==> config.mk <==
export PLATFORM = sky130hd
export DESIGN_NAME = mode_scheduler
export DESIGN_NICKNAME = d
export VERILOG_FILES = /design/src/rtl/mode_scheduler_pkg.sv /design/src/rtl/mode_scheduler_switch_settle.sv /design/src/rtl/mode_scheduler.sv
export SDC_FILE = /design/constraint.sdc
export NUM_CORES = 1
export LEC_CHECK = 0
export CAP_MARGIN = 20
export CELL_PAD_IN_SITES_DETAIL_PLACEMENT = 1
export CELL_PAD_IN_SITES_GLOBAL_PLACEMENT = 2
export CORE_UTILIZATION = 43
export CTS_CLUSTER_DIAMETER = 30
export DETAILED_ROUTE_END_ITERATION = 10
export DONT_BUFFER_PORTS = 1
export PLACE_DENSITY = 0.84
export REMOVE_ABC_BUFFERS = 1
export SYNTH_ARGS = -nofsm -noshare
export SYNTH_HDL_FRONTEND = slang
export SYNTH_SLANG_ARGS = --single-unit
==> constraint.sdc <==
create_clock -name MCLK -period 6.2 [get_ports MCLK]
set_input_delay 0.93 -clock MCLK [delete_from_list [all_inputs] [get_ports MCLK]]
set_output_delay 0.93 -clock MCLK [all_outputs]
set_load 0.03 [all_outputs]
==> src/rtl/mode_scheduler_pkg.sv <==
// Shared encodings for the multi-function clock mode controller:
// state codes, display-mux selects, button indices and small decode helpers.
package mfc_pkg;

   // Controller state, also exported on the mode port
   typedef enum logic [2:0] {
      ST_TIME   = 3'd0,
      ST_CLKSET = 3'd1,
      ST_ALMSET = 3'd2,
      ST_STOPW  = 3'd3,
      ST_RING   = 3'd4,
      ST_GAME   = 3'd5
   } mode_t;

   // Display mux selects
   localparam logic [1:0] DISP_TIME  = 2'd0;
   localparam logic [1:0] DISP_ALARM = 2'd1;
   localparam logic [1:0] DISP_STOPW = 2'd2;
   localparam logic [1:0] DISP_GAME  = 2'd3;

   // Filtered button indices
   localparam int BTN_INC    = 0;
   localparam int BTN_DEC    = 1;
   localparam int BTN_LEFT   = 2;
   localparam int BTN_RIGHT  = 3;
   localparam int BTN_CENTER = 4;
   localparam int BTN_W      = 5;

   // Mode switch vector layout: {clock_set, alarm_set, stop_watch}
   localparam int SW_W     = 3;
   localparam int SW_CLOCK = 2;
   localparam int SW_ALARM = 1;
   localparam int SW_STOPW = 0;

   // Strobes to the set blocks: inc/dec/left/right
   typedef struct packed {
      logic [3:0] clk;
      logic [3:0] alm;
      logic       sw;
      logic       game;
   } btn_route_t;

   // Fixed-priority base mode from the settled switch vector
   function automatic mode_t base_mode(input logic [SW_W-1:0] sw);
      mode_t m;
      if (sw[SW_CLOCK])      m = ST_CLKSET;
      else if (sw[SW_ALARM]) m = ST_ALMSET;
      else if (sw[SW_STOPW]) m = ST_STOPW;
      else                   m = ST_TIME;
      return m;
   endfunction

   // Display source owned by each state
   function automatic logic [1:0] disp_of(input mode_t m);
      logic [1:0] d;
      case (m)
         ST_ALMSET: d = DISP_ALARM;
         ST_STOPW:  d = DISP_STOPW;
         ST_GAME:   d = DISP_GAME;
         default:   d = DISP_TIME;
      endcase
      return d;
   endfunction

endpackage

==> src/rtl/mode_scheduler_switch_settle.sv <==
// Debounce-style settle filter: a raw switch vector is accepted only after it
// has been seen unchanged for SETTLE_CYCLES consecutive samples.
module switch_settle
   import mfc_pkg::*;
#(
   parameter int          WIDTH         = SW_W,
   parameter logic [15:0] SETTLE_CYCLES = 16'd50000
) (
   input  logic             MCLK,
   input  logic             RESET,
   input  logic [WIDTH-1:0] sw_raw,
   output logic [WIDTH-1:0] sw_settled
);

   localparam logic [15:0] CNT_MAX = SETTLE_CYCLES - 16'd1;

   logic [WIDTH-1:0] sw_q;
   logic [15:0]      cnt;
   logic [15:0]      cnt_inc;

   // Counter saturates once the settle window is reached
   assign cnt_inc = (cnt == CNT_MAX) ? cnt : cnt + 16'd1;

   // Restart the window on any change; publish the vector once it has held
   always_ff @(posedge MCLK or negedge RESET) begin
      if (!RESET) begin
         sw_q       <= '0;
         cnt        <= '0;
         sw_settled <= '0;
      end else if (sw_raw != sw_q) begin
         sw_q <= sw_raw;
         cnt  <= '0;
      end else begin
         cnt <= cnt_inc;
         if (cnt_inc == CNT_MAX) sw_settled <= sw_q;
      end
   end

endmodule

==> src/rtl/mode_scheduler.sv <==
// Central mode controller: owns display and buttons, grants them to one
// function at a time, and handles alarm ringing / minigame hand-off.
module mode_scheduler
   import mfc_pkg::*;
#(
   parameter logic [15:0] SETTLE_CYCLES = 16'd50000,
   parameter logic [5:0]  RING_TIMEOUT  = 6'd30
) (
   input  logic             MCLK,
   input  logic             RESET,
   input  logic             tick_1s,
   input  logic             sw_clock_set,
   input  logic             sw_alarm_set,
   input  logic             sw_stop_watch,
   input  logic             sw_alarm_on,
   input  logic [BTN_W-1:0] btn_pulse,
   input  logic             alarm_match,
   input  logic             minigame_done,
   output logic [2:0]       mode,
   output logic [1:0]       disp_sel,
   output logic [3:0]       btn_clk,
   output logic [3:0]       btn_alm,
   output logic             btn_sw,
   output logic             btn_game,
   output logic             time_run,
   output logic             ring_active,
   output logic             blink,
   output logic             game_enable,
   output logic             timeout_flag
);

   mode_t          state;
   mode_t          state_nxt;
   mode_t          base;
   logic [SW_W-1:0] sw_settled;
   logic           match_d;
   logic           ring_req;
   logic           ring_expired;
   logic           center;
   logic           btn_any;
   logic           stay;
   logic           in_ring;
   logic [5:0]     ring_cnt;
   btn_route_t     route_nxt;

   switch_settle #(
      .WIDTH         (SW_W),
      .SETTLE_CYCLES (SETTLE_CYCLES)
   ) u_settle (
      .MCLK       (MCLK),
      .RESET      (RESET),
      .sw_raw     ({sw_clock_set, sw_alarm_set, sw_stop_watch}),
      .sw_settled (sw_settled)
   );

   assign base         = base_mode(sw_settled);
   assign ring_req     = alarm_match & ~match_d & sw_alarm_on;
   assign ring_expired = (ring_cnt == RING_TIMEOUT);
   assign center       = btn_pulse[BTN_CENTER];
   assign btn_any      = |btn_pulse;
   assign stay         = (state_nxt == state);
   assign in_ring      = (state == ST_RING) && (state_nxt == ST_RING);
   assign mode         = state;

   // Next-state decode; ring exit priority is alarm-off, then center, then timeout
   always_comb begin
      state_nxt = state;
      case (state)
         ST_TIME, ST_STOPW:    state_nxt = ring_req ? ST_RING : base;
         ST_CLKSET, ST_ALMSET: state_nxt = base;
         ST_RING: begin
            if (!sw_alarm_on)      state_nxt = base;
            else if (center)       state_nxt = ST_GAME;
            else if (ring_expired) state_nxt = base;
         end
         ST_GAME:              if (minigame_done) state_nxt = base;
         default:              state_nxt = ST_TIME;
      endcase
   end

   // Button routing uses the pre-edge state and is suppressed on transitions
   always_comb begin
      route_nxt      = '0;
      if (stay) begin
         case (state)
            ST_CLKSET: route_nxt.clk  = btn_pulse[BTN_RIGHT:BTN_INC];
            ST_ALMSET: route_nxt.alm  = btn_pulse[BTN_RIGHT:BTN_INC];
            ST_STOPW:  route_nxt.sw   = center;
            ST_GAME:   route_nxt.game = center;
            default:   route_nxt      = '0;
         endcase
      end
   end

   // State register with registered per-state outputs and button strobes
   always_ff @(posedge MCLK or negedge RESET) begin
      if (!RESET) begin
         state       <= ST_TIME;
         disp_sel    <= DISP_TIME;
         time_run    <= 1'b1;
         ring_active <= 1'b0;
         game_enable <= 1'b0;
         btn_clk     <= '0;
         btn_alm     <= '0;
         btn_sw      <= 1'b0;
         btn_game    <= 1'b0;
      end else begin
         state       <= state_nxt;
         disp_sel    <= disp_of(state_nxt);
         time_run    <= (state_nxt != ST_CLKSET);
         ring_active <= (state_nxt == ST_RING);
         game_enable <= (state_nxt == ST_GAME);
         btn_clk     <= route_nxt.clk;
         btn_alm     <= route_nxt.alm;
         btn_sw      <= route_nxt.sw;
         btn_game    <= route_nxt.game;
      end
   end

   // Ring seconds counter and blink phase, both restarted on every ring entry
   always_ff @(posedge MCLK or negedge RESET) begin
      if (!RESET) begin
         ring_cnt <= '0;
         blink    <= 1'b0;
      end else if (in_ring) begin
         if (tick_1s) begin
            blink <= ~blink;
            if (!ring_expired) ring_cnt <= ring_cnt + 6'd1;
         end
      end else begin
         ring_cnt <= '0;
         blink    <= 1'b0;
      end
   end

   // Alarm edge history and the sticky "ring timed out" indicator
   always_ff @(posedge MCLK or negedge RESET) begin
      if (!RESET) begin
         match_d      <= 1'b0;
         timeout_flag <= 1'b0;
      end else begin
         match_d <= alarm_match;
         if (btn_any)
            timeout_flag <= 1'b0;
         else if ((state == ST_RING) && sw_alarm_on && ring_expired)
            timeout_flag <= 1'b1;
      end
   end

endmodule
======== Word level (Yosys, flattened, before mapping) ========
Index checks and enable logic that the tools add are counted.
storage, ports and cells
  flip-flop bits (word level) ............. 49
  output and inout port bits .............. 20
  logic and storage cells ................. 74
cells by class
  $add $sub $neg .......................... 2
  equal/unequal tests ..................... 17
  muxes and demuxes ....................... 24
  bitwise gates (word level) .............. 5
  reductions and logical operators ........ 10
operators with widths
  operator                                             number
  equality test 16 bit, second input constant          2
  2-to-1 mux 16 bit                                    2
  2-to-1 mux 3 bit                                     7
  2-to-1 mux 6 bit                                     3
  adder 16 x 1 -> 16 bit, second input constant        1
  equality test 3 x 2 -> 1 bit, second input constant  4
  equality test 3 bit, second input constant           4
  one-hot mux 3 bit (4 select lines)                   1
  2-to-1 mux 10 bit                                    1
  2-to-1 mux 4 bit                                     2
  adder 6 x 1 -> 6 bit, second input constant          1
  equality test 6 x 5 -> 1 bit, second input constant  1
  2-to-1 mux 1 bit                                     6
  one-hot mux 2 bit (3 select lines)                   1
  OR reduction 5 bit                                   1
  != test 2 bit, second input constant                 2
  AND reduction 2 bit                                  2
  OR reduction 2 bit                                   2
  equality test 3 x 1 -> 1 bit, second input constant  1
  equality test 3 bit                                  1
  logical AND 1 bit                                    3
  zero test 3 bit                                      1
  != test 3 x 1 -> 1 bit, second input constant        1
  != test 3 bit                                        1
  4 further kinds                                      7

======== Longest topological paths before layout ========
  depth after elaboration ................. 11
  mapped depth ............................ 9
  mapped depth without buffers ............ 9

======== Cells and area by module ========
A second synthesis with hierarchy kept.
second synthesis, totals
  cells, all modules ...................... 246
  area, all modules ....................... 2581.2 µm²
by module, submodules not included
  module          times used  cells an instance  area each (µm²)  sequential area each (µm²)
  switch_settle   1           130                1306.3           550.5
  mode_scheduler  1           116                1275.0           676.9

======== Worst setup path before layout ========
OpenSTA, ideal clock, no wires.
  path type ............................... register -> register
  start ................................... register u_settle.cnt[0]
  end ..................................... register u_settle.sw_settled[0]
  setup time .............................. 0.128 ns
  data arrival time ....................... 2.177 ns
  data required time ...................... 6.072 ns
  path slack .............................. 3.896 ns
  cell stages (with the launch flop) ...... 8
  period minus slack after synthesis ...... 2.304 ns
  cell sequence ........................... dfrtp_1 > ha_1 > nand3_1 > nor3_1 > mux2i_1 > nand2_1 > nor4_4 > mux2_1
between the ends
  word-level cells in the longest chain between the ends .. 4
ends and longest elaborated chain
  item                                                                   RTL line                            source
  from (decl)                                                            mode_scheduler_switch_settle.sv:18  logic [15:0] cnt;
  from (signal assigned)                                                 mode_scheduler_switch_settle.sv:34  cnt <= cnt_inc;
  adder 16 x 1 -> 16 bit / equality test 16 bit (equally long branches)  mode_scheduler_switch_settle.sv:22  assign cnt_inc = (cnt == CNT_MAX) ? cnt : cnt + 16'd1;
  2-to-1 mux 16 bit (*)                                                  mode_scheduler_switch_settle.sv:22
  equality test 16 bit (*)                                               mode_scheduler_switch_settle.sv:35  if (cnt_inc == CNT_MAX) sw_settled <= sw_q;
  AND reduction 2 bit (no line) (*)                                      -
  to (signal assigned)                                                   mode_scheduler_switch_settle.sv:35
  to (decl)                                                              mode_scheduler_switch_settle.sv:12  output logic [WIDTH-1:0] sw_settled
Mark *: on every way between the ends. The rest lies on a longest branch, timed or not.
A chain may end at the register's enable or synchronous reset.

======== Final worst setup path ========
Same ends and word-level chain as after synthesis.

==> impl_metrics.tcl <==
set metrics [dict create \
    yosys_warnings 0 \
    finalMaxSlewViolations 0 \
    grt_overflow 0 \
    dpl.hpwl_um 3687 \
    syn_area_per_cell_sq_um 10.29 \
    hold_viol 0 \
    core_sq_mm 0.005270 \
    grt_max_degree 50 \
    cts_hold_buf 0 \
    slew_headroom_pct 56.02 \
    clk_latency_ps 300 \
    cts_max_level 2 \
    worstRegToRegCells 7 \
    multi_input_comb_area_sq_mm 0.001129 \
    die_area_sq_mm 0.005949 \
    cts_tree "built" \
    fmax_mhz 387.9 \
    fp-row-count 26 \
    dr.pass1.iters 4 \
    reg2reg_slack_ps 3620 \
    vias 1668 \
    die_w_um 77.13 \
    routed_via_density 5.451 \
    synth_top_area_share_pct 49.48 \
    ys_top_cells_by_area "dfrtp_1 49%, xnor2_1 5.1%, nor2_1 4.8%" \
    grt_pass1_vias 1750 \
    ir_drop_v 0.0001325 \
    maxCapViolCount 0 \
    worst-path-max-fanout 8 \
    synth-seq-area-share_pct 50.57 \
    stdcell_area_sq_mm 0.002567 \
    fin_crit_sh_pct 41.58 \
    gr-usage-all-layers_pct 19.43 \
    p_leak_nw 1.115 \
    clkTransAtPathRegs_ps 90 \
    synth-edff-count 0 \
    power_mw 0.5380 \
    cp-startpoint "u_settle.cnt[0]" \
    start_util_pct 46.06 \
    die_h_um 77.13 \
    cts_buffers 5 \
    yosys.cell_types.count 50 \
    seqCellArea_sq_mm 0.001227 \
    drt-total-wl_um 5197 \
    worstSetupEndpoint "u_settle.sw_settled[0]" \
    areaGrowthSynthToFinish_pct 5.773 \
    cp.arrival_ps 2770 \
    grt_setup_unrepaired "false" \
    synth_top_cell_by_area "dfrtp_1" \
    tns_ps 0 \
    timing.rr.start "u_settle.cnt[0]" \
    status "complete, no violations" \
    cts.sinks 49 \
    synthTopCellsByCount "48 x dfrtp_1, 31 x nor2_1, 16 x nand2_1, 14 x xnor2_1, 11 x inv_1" \
    cts_resized 0 \
    end_kind "register" \
    antenna_found_initial 0 \
    final_layout_size_suffix_gt1_share_pct 8.898 \
    antennaDiodeCount 0 \
    yosysMostFrequentCell "dfrtp_1" \
    layout_min_cycle_time_ps 2578 \
    cp.required_ps 6390 \
    fin_nets 252 \
    syn_inst 236 \
    fin_util_pct 48.72 \
    cp-start-kind "register" \
    routabilityCongestion 0.8462 \
    ys_ff_latch 49 \
    synthFlopType "dfrtp_1" \
    grt_pass1_wl_um 8914 \
    cts_setup_buffers 0 \
    path_class "register to register" \
    hold_class "input port to async pin" \
    setup_viol 0 \
    hold_ws_ps 309.3 \
    portBuffers 0 \
    synth_area_sq_mm 0.002427 \
    r2r-end "u_settle.sw_settled[0]" \
    worst_slew_pin_slew_ps 657.8 \
    finClkSkew_ps 12.67 \
    post-route-drc-count 0 \
    wl_per_cell_um 16.98 \
    dpl_cell_area_sq_mm 0.002485 \
    ant_nets 0 \
    nFillCells 629 \
    p_per_area_mw_per_mm2 209.6 \
    drt_iter0_markers 74 \
    cts_root_buffer "clkbuf_8" \
    ioPinCount 34 \
    cts_buffer_depth 2 \
    ys_async_sr_fraction_pct 100.0 \
]
==> cell type report <==
| class | count | area share [%] |
|---|---|---|
| multi-input combinational | 168 | 43.96 |
| sequential | 49 | 47.81 |
| clock inverter | 2 | 0.3899 |
| tap | 70 | 3.411 |
| inverter | 11 | 1.608 |
| clock buffer | 6 | 2.827 |
==> flip-flops by register name, summed over array words and instances, names as in the netlist <==
signal               cells
game_enable              1
time_run                 1
btn_clk                  4
ring_active              1
u_settle.sw_settled      3
blink                    1
btn_sw                   1
u_settle.sw_q            3
disp_sel                 2
u_settle.cnt            16
mode                     3
timeout_flag             1
btn_alm                  4
ring_cnt                 6
match_d                  1
btn_game                 1
==> power breakdown <==
part | total (mW) | switching, mW | internal [mW]
combinational | 0.0224 | 0.0138 | 0.00861
sequential | 0.334 | 0.00992 | 0.324
clock | 0.182 | 0.103 | 0.0784
total | 0.538 | 0.127 | 0.411
==> how the worst min path moves through the flow <==
stage                                 from                      to  slack, ps  cells past startpoint
finish                               RESET             ring_cnt[3]        310                      0
global route                         RESET             ring_cnt[4]        290                      0
CTS                                  RESET                 match_d        300                      0
detailed placement  u_settle.sw_settled[2]  u_settle.sw_settled[2]        520                      1
global placement    u_settle.sw_settled[1]  u_settle.sw_settled[1]        510                      1
floorplan           u_settle.sw_settled[1]  u_settle.sw_settled[1]        480                      1
==> worst max-delay path: stages, from the launching register on <==
cell and delay [ps]:
dfrtp_1 470, ha_1 290, nand3_1 260, nor3_1 390
mux2i_1 240, nand2_1 100, nor4_4 340, mux2_1 360
==> through the flow <==
| step | setup WS [ps] | cells |
|---|---|---|
| 2_1_floorplan | 3697 | 228 |
| 3_3_place_gp | 3405 | 298 |
| 3_5_place_dp | 3284 | 298 |
| 4_1_cts | 3589 | 306 |
| 5_1_grt | 3380 | 306 |
| 6_report | 3622 | 306 |
==> cells in the final DEF (no fill, tap or decap), types with 4 or more instances in the layout <==
cell	n
a21oi_1	7
nand2_1	16
and2_1	8
mux2i_1	4
nor2_1	31
xor2_1	9
o21ai_0	7
inv_1	11
dfrtp_1	48
nand3_1	8
nand4_1	5
clkbuf_8	5
xnor2_1	14
nor3_1	7
==> metal layers <==
metal / GRT usage [%] / share of wire (%) / vias up / wire length [um]
li1: - / - / 811 / -
met1: 27.84 / 51 / 817 / 2649
met2: 28.67 / 44 / 33 / 2285
met3: 4.762 / 3.7 / 7 / 194
met4: 6.226 / 1.3 / 0 / 68
met5: 0 / 0 / - / 0
==> kinds of logic (layout without fill, tap and decap cells) <==
family,count (synthesis),count (layout),synth area share (%)
adder cells (fa/ha/maj),3,3,1.547
AO/OA/AOI/OAI,26,26,6.753
multiplexers,8,8,3.505
buffers and inverters,19,19,2.938
XOR/XNOR,23,23,8.299
flip-flops,49,49,50.57
AND/OR/NAND/NOR,108,108,26.39
Note: power is estimated with default switching activity, not from simulation.
